$ cat src/rtl/run_controller.sv
// Run-control and end-of-test detector for the RV32I core: holds the core in reset,
// counts RUN cycles, and latches a sticky verdict from tohost, halt, pc-stall or timeout.
module run_controller #(
    parameter int unsigned CNT_W       = 32,
    parameter int unsigned RESET_HOLD  = 2,
    parameter int unsigned MAX_CYCLES  = 200,
    parameter int unsigned NUM_HALT    = 2,
    parameter int unsigned STALL_LIMIT = 4,
    parameter logic [31:0] TOHOST_ADDR = 32'h0000_1000
) (
    input  logic                clk,
    input  logic                reset,
    input  logic                restart,
    input  logic [31:0]         pc,
    input  logic                mem_we,
    input  logic [31:0]         mem_addr,
    input  logic [31:0]         mem_wdata,
    input  logic [NUM_HALT-1:0] halt_req,
    output logic                core_reset_n,
    output logic                running,
    output logic                done,
    output logic                pass,
    output logic [2:0]          status,
    output logic [30:0]         exit_code,
    output logic [CNT_W-1:0]    cycle_count
);

    if (RESET_HOLD < 1) begin : g_bad_hold
        $error("run_controller: RESET_HOLD must be at least 1");
    end
    if (NUM_HALT < 1 || NUM_HALT > 8) begin : g_bad_halt
        $error("run_controller: NUM_HALT must be in 1..8");
    end
    if (CNT_W < 1 || CNT_W > 63) begin : g_bad_cnt_w
        $error("run_controller: CNT_W must be in 1..63");
    end
    if (64'(MAX_CYCLES) > ((64'd1 << CNT_W) - 64'd1)) begin : g_bad_max
        $error("run_controller: MAX_CYCLES does not fit in cycle_count");
    end

    localparam logic [2:0] ST_NONE    = 3'd0;
    localparam logic [2:0] ST_TOHOST  = 3'd1;
    localparam logic [2:0] ST_HALT    = 3'd2;
    localparam logic [2:0] ST_STALL   = 3'd3;
    localparam logic [2:0] ST_TIMEOUT = 3'd4;

    typedef enum logic [1:0] {
        S_HOLD = 2'd0,
        S_RUN  = 2'd1,
        S_DONE = 2'd2
    } state_t;

    state_t      state;
    state_t      state_d;
    logic [31:0] hold_cnt;
    logic [31:0] stall_cnt;
    logic [31:0] pc_q;
    logic [2:0]  halt_idx;
    logic        first_cycle;
    logic        ev_tohost;
    logic        ev_halt;
    logic        ev_stall;
    logic        ev_timeout;
    logic        hold_last;
    logic [2:0]  term_status;
    logic        term_pass;
    logic [30:0] term_exit;

    // cycle_count saturates and never wraps, so zero marks only the first RUN cycle
    assign first_cycle = (cycle_count == '0);
    assign hold_last   = (hold_cnt == 32'(RESET_HOLD - 1));

    always_comb begin
        halt_idx = '0;
        for (int i = int'(NUM_HALT) - 1; i >= 0; i--) begin
            if (halt_req[i]) halt_idx = 3'(i);
        end
    end

    assign ev_tohost  = mem_we && (mem_addr == TOHOST_ADDR) && mem_wdata[0];
    assign ev_halt    = |halt_req;
    assign ev_stall   = (STALL_LIMIT != 0) && !first_cycle && (pc == pc_q)
                        && (stall_cnt == 32'(STALL_LIMIT - 1));
    assign ev_timeout = (MAX_CYCLES != 0) && (cycle_count == CNT_W'(MAX_CYCLES - 1));

    always_comb begin
        term_status = ST_NONE;
        term_pass   = 1'b0;
        term_exit   = '0;
        if (ev_tohost) begin
            term_status = ST_TOHOST;
            term_pass   = (mem_wdata == 32'd1);
            term_exit   = mem_wdata[31:1];
        end else if (ev_halt) begin
            term_status = ST_HALT;
            term_exit   = {28'd0, halt_idx};
        end else if (ev_stall) begin
            term_status = ST_STALL;
            term_exit   = pc_q[31:1];
        end else if (ev_timeout) begin
            term_status = ST_TIMEOUT;
        end
    end

    always_comb begin
        state_d = state;
        unique case (state)
            S_HOLD:  if (hold_last) state_d = S_RUN;
            S_RUN:   if (term_status != ST_NONE) state_d = S_DONE;
            S_DONE:  state_d = S_DONE;
            default: state_d = S_HOLD;
        endcase
        if (restart) state_d = S_HOLD;
    end

    always_ff @(posedge clk or posedge reset) begin
        if (reset) state <= S_HOLD;
        else       state <= state_d;
    end

    always_ff @(posedge clk or posedge reset) begin
        if (reset) begin
            hold_cnt     <= '0;
            stall_cnt    <= '0;
            pc_q         <= '0;
            core_reset_n <= 1'b0;
            running      <= 1'b0;
            done         <= 1'b0;
            pass         <= 1'b0;
            status       <= ST_NONE;
            exit_code    <= '0;
            cycle_count  <= '0;
        end else if (restart) begin
            hold_cnt     <= '0;
            stall_cnt    <= '0;
            pc_q         <= '0;
            core_reset_n <= 1'b0;
            running      <= 1'b0;
            done         <= 1'b0;
            pass         <= 1'b0;
            status       <= ST_NONE;
            exit_code    <= '0;
            cycle_count  <= '0;
        end else begin
            unique case (state)
                S_HOLD: begin
                    hold_cnt <= hold_cnt + 32'd1;
                    if (hold_last) begin
                        core_reset_n <= 1'b1;
                        running      <= 1'b1;
                    end
                end
                S_RUN: begin
                    if (cycle_count != '1) cycle_count <= cycle_count + CNT_W'(1);
                    pc_q <= pc;
                    if (first_cycle || (pc != pc_q)) stall_cnt <= '0;
                    else if (stall_cnt != '1)        stall_cnt <= stall_cnt + 32'd1;
                    if (term_status != ST_NONE) begin
                        done      <= 1'b1;
                        running   <= 1'b0;
                        status    <= term_status;
                        pass      <= term_pass;
                        exit_code <= term_exit;
                    end
                end
                default: ;
            endcase
        end
    end

endmodule
$ cat config.mk
export PLATFORM = sky130hd
export DESIGN_NAME = run_controller
export DESIGN_NICKNAME = d
export VERILOG_FILES = /design/src/rtl/run_controller.sv
export SDC_FILE = /design/constraint.sdc
export NUM_CORES = 1
export LEC_CHECK = 0
export CAP_MARGIN = 20
export CORE_MARGIN = 10
export CORE_UTILIZATION = 35
export CTS_CLUSTER_DIAMETER = 150
export DETAILED_ROUTE_END_ITERATION = 10
export PLACE_DENSITY_LB_ADDON = 0.12
export SYNTH_ARGS = -nofsm -noshare
export SYNTH_HDL_FRONTEND = slang
export SYNTH_SLANG_ARGS = --single-unit
$ cat constraint.sdc
create_clock -name clk -period 7.5 [get_ports clk]
set_clock_uncertainty 0.05 [all_clocks]
set_input_delay 2.25 -clock clk [delete_from_list [all_inputs] [get_ports clk]]
set_output_delay 2.25 -clock clk [all_outputs]
set_load 0.01 [all_outputs]
==> results of run 1 <==
-- metal layers --
layer | share of wire, % | global-route usage, % | routed length (µm) | vias to the layer above
met4 | 0.50 | 3.41 | 135 | 0
met2 | 48 | 27.2 | 13100 | 154
met1 | 48 | 22.1 | 13000 | 3679
met5 | 0 | 0 | 0 | -
li1 | - | - | - | 3756
met3 | 3.8 | 2.93 | 1020 | 11
-- path summary, 6_finish.rpt --
check | cells past startpoint | endpoint
min in group asynchronous | 2 | hold_cnt[24]$_DFFE_PP0P_
max in group asynchronous | 3 | stall_cnt[27]$_DFFE_PP0P_
max reg2reg | 6 | stall_cnt[0]$_DFFE_PP0P_
max | 6 | exit_code[16]$_DFFE_PP0P_
min reg2reg | 2 | exit_code[17]$_DFFE_PP0P_
min | 2 | exit_code[17]$_DFFE_PP0P_
-- worst register-to-register path, stage by stage (launching register included) --
cell     delay [ns]
dfrtp_1        0.46
nor4_1         0.48
nand4_1        0.35
o41a_1         0.52
and4_1         0.35
nor2_1         0.57
mux2_2         0.41
-- logic make-up after synthesis --
group           after synthesis  synth area share, %
simple gates                434                 24.7
flops                       168                 46.6
compound gates              122                 8.71
xor+xnor                     86                 8.35
mux                          68                 7.56
buf+inv                      67                 2.93
fa+ha+maj                     8                 1.11
-- power groups by stage --
stage | clock network [mW] | registers, mW | logic, mW
floorplan | 0 | 1.03 | 0.337
finish | 0.960 | 1.03 | 0.519
global placement | 0 | 1.05 | 0.523
detailed placement | 0 | 1.05 | 0.526
global route | 1.02 | 1.04 | 0.578
CTS | 0.979 | 1.03 | 0.529
-- cell usage after synthesis, drive strengths merged, types with 5 or more instances --
master | number | area, µm²
clkbuf | 37 | 139
or3 | 19 | 119
xor2 | 21 | 184
xnor2 | 65 | 569
nor2 | 123 | 462
and4 | 5 | 43.8
o21ai | 26 | 130
nor4b | 7 | 61.3
ha | 8 | 100
nand4 | 43 | 269
buf | 7 | 38.8
inv | 23 | 86.3
and3 | 16 | 100
mux2i | 67 | 671
or4 | 11 | 82.6
a31o | 5 | 43.8
a21oi | 34 | 170
nor3 | 24 | 130
nand2 | 80 | 300
nand3 | 35 | 175
and2 | 6 | 37.5
nor4 | 43 | 290
nand2b | 6 | 37.5
o31ai | 38 | 285
dfrtp | 168 | 4200
-- layout make-up --
type                       instances  area, µm²
clock buffer                      18        439
tap                              330        413
sequential                       168       4200
multi-input combinational        718       4570
timing repair buffer             182       1800
inverter                          23       91.3
clock inverter                    13        194
fill                            2440      13500
-- flip-flops by register name (all words and copies together) (netlist names) --
name	count
status	3
running	1
hold_cnt	32
pass	1
exit_code	31
done	1
pc_q	32
state	2
stall_cnt	32
cycle_count	32
core_reset_n	1
-- per-stage QoR --
stage                     total power [mW]  utilization, %
after floorplan                       1.37               -
after global placement                1.57            43.9
after detailed placement              1.57            43.9
after CTS                             2.54            46.4
after global routing                  2.64            46.4
final                                 2.51            46.4
==> results.sh, run 1 <==
export IMPL_io_pin_count=172
export IMPL_slowest_delay_ns=0.85
export IMPL_cts_root_buf="clkbuf_16"
export IMPL_grt_pass1_wl_um=43900
export IMPL_swShare_pct=29.5
export IMPL_antenna_cells=0
export IMPL_ant_nets=0
export IMPL_yosysSeqAreaShare_pct=46.6
export IMPL_post_dp_hpwl_um=19800
export IMPL_crit_family="simple AND/OR/NAND/NOR gates"
export IMPL_vdd_ir_drop_max_v=0.000122
export IMPL_syn_area_per_cell_um2=9.46
export IMPL_worst_r2r_setup_slack_ns=4.20
export IMPL_start_util_pct=35.7
export IMPL_p_int_mw=1.77
export IMPL_grt_ovfl_total=0
export IMPL_clockPowerShare_pct=38.3
export IMPL_antenna_found_initial=0
export IMPL_drc=0
export IMPL_synth_seq_cells=168
export IMPL_synth_enable_flop_cells=0
export IMPL_p_leak_nw=4.47
export IMPL_netSwitchingPower_mw=0.740
export IMPL_gp_congestion=0.805
export IMPL_synth_cell_types=52
export IMPL_ys_async_sr_fraction_pct=100
export IMPL_clk_latency_ns=0.43
export IMPL_numCtsBuffers=17
export IMPL_pre_cts_ws_ns=2.16
export IMPL_cp_arrival_ns=5.02
export IMPL_rows=58
export IMPL_syn_area_um2=9020
export IMPL_die_h_um=181
export IMPL_p_comb_share_pct=20.7
export IMPL_fin_setup_tns_ns=0
export IMPL_port_buffer_count=171
export IMPL_critPathMaxFanout=31
export IMPL_r2r_start="cycle_count[3]$_DFFE_PP0P_"
export IMPL_tightest_slew_ns=1.06
export IMPL_grt_max_degree=89
export IMPL_hold_class="reg -> reg"
export IMPL_critPathCaptureType="flip-flop"
export IMPL_core_area_um2=25300
export IMPL_cts_sinks=168
export IMPL_period_share_pct=63.4
export IMPL_setup_ws_ns=2.75
export IMPL_critPathLaunchType="input port"
export IMPL_syn_inst=953
export IMPL_postCtsSetupRepairBufs=0
export IMPL_yosys_warnings=0
export IMPL_worstSetupStartpoint="mem_addr[1]"
export IMPL_drt_iter0_drc=481
export IMPL_drt_pass1_iter_count=5
export IMPL_status="finished clean"
export IMPL_power_frac_seq_pct=41.0
export IMPL_slowest_stage="nor3_4"
export IMPL_syn_to_final_growth_pct=29.9
export IMPL_cts_htree_levels=4
export IMPL_dp_cells=1421
export IMPL_design_area_um2=11700
export IMPL_relSlewSlack_pct=29.2
export IMPL_cts_resized=0
export IMPL_synth_nets=1063
export IMPL_drive_gt1_share_pct=5.44
export IMPL_vias=7600
export IMPL_dieWidth_um=181
export IMPL_tritoncts="done"
export IMPL_max_cap_violations=0
export IMPL_cts_buffer_depth=2
export IMPL_path_buf_inv=1
export IMPL_whs_ns=0.422
export IMPL_final_cell_mix="clkdlybuf4s50_1, dfrtp_1, nor2_1"
export IMPL_max_freq_mhz=210
export IMPL_synth_ff_type="dfrtp_1"
export IMPL_final_common_cell="clkdlybuf4s50_1"
export IMPL_finalHoldViolations=0
export IMPL_drt_vias_per_instance=5.23
export IMPL_ctsHoldBuffers=0
export IMPL_drv_slew=0
export IMPL_setup_viol=0
export IMPL_wl_um=27300
export IMPL_cp_required_ns=7.77
export IMPL_place_area_um2=11100
export IMPL_grt_pass1_vias=7595
export IMPL_grt_use_total_pct=16.5
export IMPL_hp_start="exit_code[17]$_DFFE_PP0P_"
export IMPL_power_density_nw_per_um2=214
export IMPL_clkTransAtPathRegs_ns=0.07
export IMPL_final_cells=1452
export IMPL_worstSetupPathType="in -> reg"
export IMPL_wl_per_cell_um=18.8
export IMPL_die_area_um2=32600
export IMPL_final_nets=1220
export IMPL_finalCriticalPeriod_ns=4.75
export IMPL_path_cells="clkdlybuf4s50_1, nor4b_1, nand4_1, nor3_4, o21bai_4, o31ai_1"
export IMPL_rsz0062_at_grt="no"
Power figures use the tool's default switching activity.
==> run 2: changes to the inputs <==
Clock period 7.5 ns to 4.3 ns, I/O delays scaled along.
==> run 2 against run 1 <==
Against the previous run:
- design area grew 0.83%
- flip-flop and latch count is the same
- routed wire length grew 0.48%
- hold slack gained 0.0066 ns
- final cell count grew 1.0%
- sequential share of layout area shrank 0.30 points
- critical path depth grew 3
- die area is the same
- non-clock buffer count grew 12
- register-to-register slack lost 3.0 ns
- combinational power grew 81%
- clock-buffer cell count shrank 1
- largest cell class unchanged
==> results.sh, run 2 (synthesis results as in run 1) <==
export IMPL_hp_start="exit_code[5]$_DFFE_PP0P_"
export IMPL_hold_class="reg -> reg"
export IMPL_dp_cells=1433
export IMPL_multi_input_area_um2=4560
export IMPL_critPathCaptureType="flip-flop"
export IMPL_setup_viol=0
export IMPL_postCtsSetupRepairBufs=0
export IMPL_syn_to_final_growth_pct=31.0
export IMPL_relSlewSlack_pct=36.5
export IMPL_grt_ovfl_total=0
export IMPL_pre_cts_ws_ns=0.500
export IMPL_cts_resized=0
export IMPL_vdd_ir_drop_max_v=0.000355
export IMPL_tightest_slew_ns=0.951
export IMPL_io_pin_count=172
export IMPL_wl_per_cell_um=18.7
export IMPL_slowest_stage="or4_1"
export IMPL_final_nets=1232
export IMPL_grt_use_total_pct=16.6
export IMPL_p_leak_nw=4.51
export IMPL_die_area_um2=32600
export IMPL_final_cell_mix="clkdlybuf4s50_1, dfrtp_1, nor2_1"
export IMPL_totalPowerFinal_mw=4.26
export IMPL_cts_htree_levels=4
export IMPL_wl_um=27400
export IMPL_seq_area_um2=4200
export IMPL_power_density_nw_per_um2=360
export IMPL_numCtsBuffers=17
export IMPL_core_area_um2=25300
export IMPL_worstRegToRegCells=6
export IMPL_tritoncts="done"
export IMPL_worstSetupPathType="in -> reg"
export IMPL_cts_buffer_depth=2
export IMPL_path_cells="clkdlybuf4s50_1, xnor2_1, nand4_1, nor4_1, buf_4, nand3b_1, o21a_1, or4_1, o21ai_1"
export IMPL_final_common_cell="clkdlybuf4s50_1"
export IMPL_ant_nets=0
export IMPL_final_cells=1467
export IMPL_grt_max_degree=69
export IMPL_start_util_pct=35.7
export IMPL_drt_vias_per_instance=5.23
export IMPL_drt_iter0_drc=529
export IMPL_grt_pass1_wl_um=44000
export IMPL_crit_family="simple AND/OR/NAND/NOR gates"
export IMPL_worst_r2r_setup_slack_ns=1.16
export IMPL_status="finished clean"
export IMPL_dieWidth_um=181
export IMPL_rows=58
export IMPL_drt_pass1_iter_count=6
export IMPL_path_buf_inv=2
export IMPL_period_share_pct=79.0
export IMPL_drv_slew=0
export IMPL_setup_ws_ns=0.903
export IMPL_cts_sinks=168
export IMPL_clk_latency_ns=0.43
export IMPL_min_to="exit_code[5]$_DFFE_PP0P_"
export IMPL_max_cap_violations=0
export IMPL_drc=0
export IMPL_slowest_delay_ns=0.48
export IMPL_drive_gt1_share_pct=6.52
export IMPL_hold_path_cell_count=2
export IMPL_clkTransAtPathRegs_ns=0.07
export IMPL_r2r_start="cycle_count[3]$_DFFE_PP0P_"
export IMPL_gp_congestion=0.848
export IMPL_critPathLaunchType="input port"
export IMPL_critical_path_cell_count=9
export IMPL_fin_util_pct=46.8
export IMPL_cp_required_ns=4.60
export IMPL_r2r_end="stall_cnt[0]$_DFFE_PP0P_"
export IMPL_finalHoldViolations=0
export IMPL_antenna_found_initial=2
export IMPL_finalCriticalPeriod_ns=3.40
export IMPL_cp_arrival_ns=3.70
export IMPL_post_dp_hpwl_um=20300
export IMPL_die_h_um=181
export IMPL_rsz0062_at_grt="no"
export IMPL_nFillCells=2424
export IMPL_ctsHoldBuffers=0
export IMPL_max_freq_mhz=294
export IMPL_vias=7677
export IMPL_critPathMaxFanout=5
export IMPL_grt_pass1_vias=7642
export IMPL_fin_setup_tns_ns=0
export IMPL_port_buffer_count=171
export IMPL_cts_root_buf="clkbuf_16"
## run 2: changes by cell type in the layout (fill, tap and decap cells not counted), moves of 2 or more
cell        before  now
diode_2          0    2
buf_4           11   18
bufinv_16        4    1
inv_6            4    9
clkinv_4         3    0
buf_12           1    6
clkinvlp_4       0    3
## run 2: area by class of cell
| class | instances | share of cell area (%) |
|---|---|---|
| antenna | 2 | 0.0424 |
| clock buffer | 17 | 3.60 |
| inverter | 23 | 0.763 |
| clock inverter | 15 | 1.32 |
| multi-input combinational | 718 | 38.6 |
| sequential | 168 | 35.6 |
| tap | 330 | 3.50 |
| timing repair buffer | 194 | 16.6 |
## run 2: how the worst max path moves through the flow
stage,startpoint,slack (ns),endpoint
after floorplan,reset,0.82,core_reset_n$_DFFE_PP0P_
after global placement,pc[20],0.56,state[1]$_DFFE_PP0P_
after detailed placement,pc[7],0.50,stall_cnt[6]$_DFFE_PP0P_
after CTS,pc[7],0.94,stall_cnt[6]$_DFFE_PP0P_
after global routing,pc[7],0.77,state[0]$_DFFE_PP0P_
final,pc[7],0.90,stall_cnt[6]$_DFFE_PP0P_
## run 2: routing by layer
layer	vias to the layer above	GRT usage, %	share of wire, %
li1	3786	-	-
met1	3705	22.6	47
met2	172	26.3	47
met3	14	3.37	4.5
met4	0	4.30	0.80
met5	-	0	0
## run 2: worst reg2reg max path, stage by stage, from the launching register on
cell	delay [ns]
dfrtp_1	0.47
nor4_1	0.47
nand4_1	0.31
o41a_1	0.52
and4_1	0.29
nor2_1	0.51
mux2_2	0.40
## run 2: power by group
part / switching (mW) / leakage (nW) / internal, mW
logic: 0.509 / 1.90 / 0.428
registers: 0.113 / 2.33 / 1.68
clock network: 0.706 / 0.282 / 0.822
total: 1.33 / 4.51 / 2.93
## run 2: stage by stage
| step | hold WS, ns | instance area, µm² |
|---|---|---|
| 6_report | 0.429 | 11800 |
| 3_5_place_dp | 0.420 | 11200 |
| 2_1_floorplan | 0.436 | 9020 |
| 4_1_cts | 0.437 | 11800 |
| 5_1_grt | 0.452 | 11800 |
| 3_3_place_gp | 0.410 | 11200 |
